`src/rtl/op_sequencer.sv`:
```
// Command sequencer: one command per valid/ready transfer, stepping through IDLE/EXEC/WB/RSP.
// Drives the external alu and accumulator register, then returns the new accumulator value.
module op_sequencer #(
  parameter int WIDTH = 4,
  parameter int CNT_W = 8
) (
  input  logic             clk,
  input  logic             rst_n,
  input  logic             cmd_valid,
  output logic             cmd_ready,
  input  logic [3:0]       cmd_op,
  input  logic [WIDTH-1:0] cmd_data,
  output logic [2:0]       alu_oc,
  output logic [WIDTH-1:0] alu_a,
  output logic [WIDTH-1:0] alu_b,
  input  logic [WIDTH-1:0] alu_f,
  output logic             reg_cl,
  output logic             reg_ld,
  output logic             reg_inc,
  output logic             reg_dec,
  output logic             reg_sr,
  output logic             reg_ir,
  output logic             reg_sl,
  output logic             reg_il,
  output logic [WIDTH-1:0] reg_in,
  input  logic [WIDTH-1:0] reg_out,
  output logic             rsp_valid,
  input  logic             rsp_ready,
  output logic [WIDTH-1:0] rsp_data,
  output logic [CNT_W-1:0] cmd_count
);

  typedef enum logic [1:0] {IDLE, EXEC, WB, RSP} state_t;

  typedef struct packed {
    logic [3:0]       op;
    logic [WIDTH-1:0] data;
  } cmd_t;

  state_t           state, state_nxt;
  cmd_t             cmd_q;
  logic [WIDTH-1:0] res;
  logic [CNT_W-1:0] cnt_q;

  always_ff @(posedge clk or negedge rst_n) begin
    if (!rst_n) begin
      state <= IDLE;
      cmd_q <= '0;
      res   <= '0;
      cnt_q <= '0;
    end else begin
      state <= state_nxt;
      if (state == IDLE && cmd_valid) cmd_q <= '{op: cmd_op, data: cmd_data};
      if (state == EXEC && !cmd_q.op[3]) res <= alu_f;
      if (state == RSP && rsp_ready) cnt_q <= cnt_q + 1'b1;
    end
  end

  // Strobes decode only from registered state/op so they are glitch-free and one-hot-or-zero.
  always_comb begin
    state_nxt = state;
    cmd_ready = 1'b0;
    rsp_valid = 1'b0;
    alu_oc    = '0;
    alu_b     = '0;
    reg_in    = '0;
    reg_cl    = 1'b0;
    reg_ld    = 1'b0;
    reg_inc   = 1'b0;
    reg_dec   = 1'b0;
    reg_sr    = 1'b0;
    reg_ir    = 1'b0;
    reg_sl    = 1'b0;
    reg_il    = 1'b0;
    case (state)
      IDLE: begin
        cmd_ready = 1'b1;
        if (cmd_valid) state_nxt = EXEC;
      end
      EXEC: begin
        alu_oc    = cmd_q.op[2:0];
        alu_b     = cmd_q.data;
        state_nxt = WB;
      end
      WB: begin
        state_nxt = RSP;
        if (!cmd_q.op[3]) begin
          reg_ld = 1'b1;
          reg_in = res;
        end else begin
          case (cmd_q.op[2:0])
            3'b000: reg_cl  = 1'b1;
            3'b001: begin
              reg_ld = 1'b1;
              reg_in = cmd_q.data;
            end
            3'b010: reg_inc = 1'b1;
            3'b011: reg_dec = 1'b1;
            3'b100: begin
              reg_sr = 1'b1;
              reg_ir = cmd_q.data[0];
            end
            3'b101: begin
              reg_sl = 1'b1;
              reg_il = cmd_q.data[0];
            end
            default: ;
          endcase
        end
      end
      RSP: begin
        rsp_valid = 1'b1;
        if (rsp_ready) state_nxt = IDLE;
      end
      default: state_nxt = IDLE;
    endcase
  end

  assign alu_a     = reg_out;
  assign rsp_data  = reg_out;
  assign cmd_count = cnt_q;

endmodule

```
`config.mk`:
```
export PLATFORM = sky130hd
export DESIGN_NAME = op_sequencer
export DESIGN_NICKNAME = d
export VERILOG_FILES = /design/src/rtl/op_sequencer.sv
export SDC_FILE = /design/constraint.sdc
export NUM_CORES = 1
export LEC_CHECK = 0
export CELL_PAD_IN_SITES_DETAIL_PLACEMENT = 1
export CELL_PAD_IN_SITES_GLOBAL_PLACEMENT = 2
export CORE_MARGIN = 3
export CORE_UTILIZATION = 25
export CTS_BUF_LIST = sky130_fd_sc_hd__clkbuf_8
export CTS_CLUSTER_DIAMETER = 30
export DETAILED_ROUTE_END_ITERATION = 8
export GPL_TIMING_DRIVEN = 0
export PLACE_DENSITY_LB_ADDON = 0.1
export SLEW_MARGIN = 0
export SYNTH_ARGS = -nofsm -noshare
export SYNTH_HDL_FRONTEND = slang
export SYNTH_SLANG_ARGS = --single-unit
```
`constraint.sdc`:
```
create_clock -name clk -period 1.7 [get_ports clk]
set_clock_uncertainty 0.05 [all_clocks]
set_input_delay 0.425 -clock clk [delete_from_list [all_inputs] [get_ports clk]]
set_output_delay 0.425 -clock clk [all_outputs]
set_load 0.03 [all_outputs]
```
==> impl_metrics.env <==
export IMPL_status="finished, violations left"
export IMPL_violations="setup timing"
export IMPL_swShare_pct=42.25
export IMPL_p_switching_mw=1.540
export IMPL_routed_via_count=1026
export IMPL_pwr_share_seq_pct=26.5
export IMPL_clkPwrFrac_pct=8.7
export IMPL_power_density_mw_per_mm2=1695
export IMPL_dieArea_mm2=0.005835
export IMPL_crit_chain="inv_2 -> ha_4 -> and4b_2 -> nand2_1 -> nor2_2 -> buf_6"
export IMPL_yosysUniqueCellTypes=28
export IMPL_intPower_mw=2.104
export IMPL_crit_path_end_kind="output port"
export IMPL_grt_pass1_wl_um=5423
export IMPL_fillers=495
export IMPL_numPortBuffers=52
export IMPL_synth_seq_cells=22
export IMPL_clk_pin_slew_worst_paths_ps=80
export IMPL_grt_pass1_vias=1080
export IMPL_clock_latency_ps=260
export IMPL_power_leakage_nw=0.9956
export IMPL_ys_seq_area_share_pct=44.44
export IMPL_cp_start_kind="register"
export IMPL_routed_wl_um=3248
export IMPL_critPathKind="register to output port"
export IMPL_reg2reg_depth=6
export IMPL_finalCritPeriodShare_pct=115.2
export IMPL_yosysMostFrequentCell="dfrtp_1"
export IMPL_placementRows=24
export IMPL_total_power_mw=3.644
export IMPL_num_io_pins=57
export IMPL_fin_crit_ps=1958
export IMPL_drc=0
export IMPL_place_congestion=0.7015
export IMPL_track_usage_pct=11.35
export IMPL_cp_slowest_cell="dfrtp_1"
export IMPL_synth_edf_count=0
export IMPL_synth_top_area_share_pct=44.44
export IMPL_initial_core_util_pct=27.14
export IMPL_die_w_um=76.39
export IMPL_rsz0062_at_grt="yes"
export IMPL_cts_tree="yes"
export IMPL_antenna_found_initial=0
export IMPL_hold_path_class="register to register"
export IMPL_clockBufferDepth=2
export IMPL_comb_power_share_pct=64.8
export IMPL_cpPeakStageDelay_ps=410
export IMPL_path_max_fanout=4
export IMPL_ant_nets=0
export IMPL_netlist_area_mm2=0.001239
export IMPL_slew_headroom_pct=32.33
export IMPL_synthFlopType="dfrtp_1"
export IMPL_ys_warn_count=0
export IMPL_antenna_cells=0
export IMPL_ys_async_sr_fraction_pct=100.0
export IMPL_whs_ps=424.4
export IMPL_routed_via_density=4.240
export IMPL_setup_viol=22
export IMPL_finalWorstSetupSlack_ps=-258.0
export IMPL_core_mm2=0.004564
export IMPL_fmax_mhz=510.7
export IMPL_cap_violations=0
export IMPL_drive_gt1_share_pct=48.59
export IMPL_dieHeight_um=76.39
export IMPL_cts_buffers=3
export IMPL_htree_levels=1
export IMPL_synth_fp_nets=132
export IMPL_fin_cells=242
export IMPL_place_hpwl_um=2388
export IMPL_synth_area_leader_cell="dfrtp_1"
export IMPL_firstDrtPassIters=6
export IMPL_place_inst=224
export IMPL_clock_sinks=22
export IMPL_synthTopCellsByArea="dfrtp_1, mux2_1, buf_4"
export IMPL_syn_to_final_growth_pct=73.54
export IMPL_wl_per_cell_um=13.42
export IMPL_cp_arrival_ps=1480
export IMPL_multi_input_area_um2=721.9
export IMPL_tightest_slew_ps=1012
export IMPL_register_area_um2=554.3
export IMPL_post_place_ws_ps=-659.9
export IMPL_clockRootBuffer="clkbuf_8"
export IMPL_fin_nets=204
export IMPL_peakVddDrop_mv=0.8130
export IMPL_syn_area_per_cell_um2=11.58
export IMPL_synthCells=107
export IMPL_holdPathStages=1
export IMPL_hold_viol=0
export IMPL_ys_top_cells_by_count="dfrtp_1, mux2_1, buf_4"
export IMPL_drv_slew=0
export IMPL_first_iter_violations=42
export IMPL_worstPathRequired_ps=1220
export IMPL_grt_overflow=0
export IMPL_grt_max_degree=23
[per-layer routing]
| layer | part of all wire (%) | global-route usage (%) | vias up |
|---|---|---|---|
| met5 | 0 | 0 | - |
| met4 | 0.43 | 1.087 | 0 |
| met3 | 7.2 | 4.846 | 2 |
| met2 | 50 | 18.80 | 42 |
| met1 | 43 | 14.23 | 492 |
| li1 | - | - | 490 |
[what timing repair did]
item,4_1_cts,5_1_grt
hold buffers,0,0
resized for setup,149,46
pin swaps,5,8
setup endpoints to repair,29,21
buffers inserted,6,9
[metrics by stage]
stage	utilization (%)	setup TNS, ps	area [um2]
6_report	47.09	-3979	2150
3_5_place_dp	40.63	-12170	1854
5_1_grt	47.09	-5434	2150
3_3_place_gp	40.63	-11180	1854
4_1_cts	42.76	-4019	1952
2_1_floorplan	-	0	1252
[area by class of cell]
class	count	area share, %
clock buffers	3	1.921
well taps	65	3.783
multi-input cells	70	33.59
plain buffers	10	3.667
inverters	5	0.8731
repair buffers	67	30.38
flip-flops and latches	22	25.79
[logic make-up after synthesis]
group,share of synthesized area (%)
buffers and inverters,7.373
xor gates and xnor gates,4.950
muxes,16.26
AOI/OAI and AO/OA,2.223
adders and majority gates,5.051
DFF,44.44
and+or+nand+nor,19.70
[flip-flops by register name, indices dropped and copies added, names as in the netlist]
signal	flops
cmd_q	8
state	2
res	4
cmd_count	8
[cell usage in the layout (no fill, tap or decap)]
cell	instances
buf_4	23
buf_6	23
clkdlybuf4s50_1	23
dfrtp_1	19
mux2_1	13
dlygate4sd2_1	8
and2_4	7
nand2_1	7
xnor2_1	5
mux2i_1	4
nor2_4	4
inv_1	3
ha_4	3
clkbuf_8	3
dfrtp_2	3
nor3b_4	2
inv_2	2
and3_1	2
nor2_2	2
nor2b_4	2
xor2_1	2
ha_1	2
o21ai_4	1
and2_1	1
and4b_2	1
and3b_2	1
and3_4	1
nand3_2	1
nor2_1	1
and4_4	1
nand2_2	1
nor2b_2	1
a21oi_2	1
o32a_1	1
mux2_4	1
nor3_2	1
nand4_2	1
[worst max-delay path, delay by kind of cell, from the launching register on]
kind | cells | cell delay, ps
adder cells (fa/ha/maj) | 1 | 150
flip-flops | 1 | 410
AND/OR/NAND/NOR | 3 | 450
buffers and inverters | 2 | 220
[power groups by stage]
stage | Clock [mW] | Combinational [mW] | Sequential (mW)
3_5_place_dp | 0 | 1.78 | 0.968
6_report | 0.318 | 2.36 | 0.964
4_1_cts | 0.336 | 1.93 | 0.958
2_1_floorplan | 0 | 1.07 | 1.02
5_1_grt | 0.366 | 2.55 | 1.01
3_3_place_gp | 0 | 1.75 | 0.953
[worst paths after layout]
check,start,end,slack [ps]
min in group asynchronous,rst_n,cmd_q[4],670
worst min-delay path,cmd_count[7],cmd_count[7],420
worst min register to register,cmd_count[7],cmd_count[7],420
max in group asynchronous,rst_n,cmd_q[5],250
worst max register to register,state[0],state[1],-50
worst max-delay path,state[0],reg_ir,-260
(Power assumes the default switching activity.)
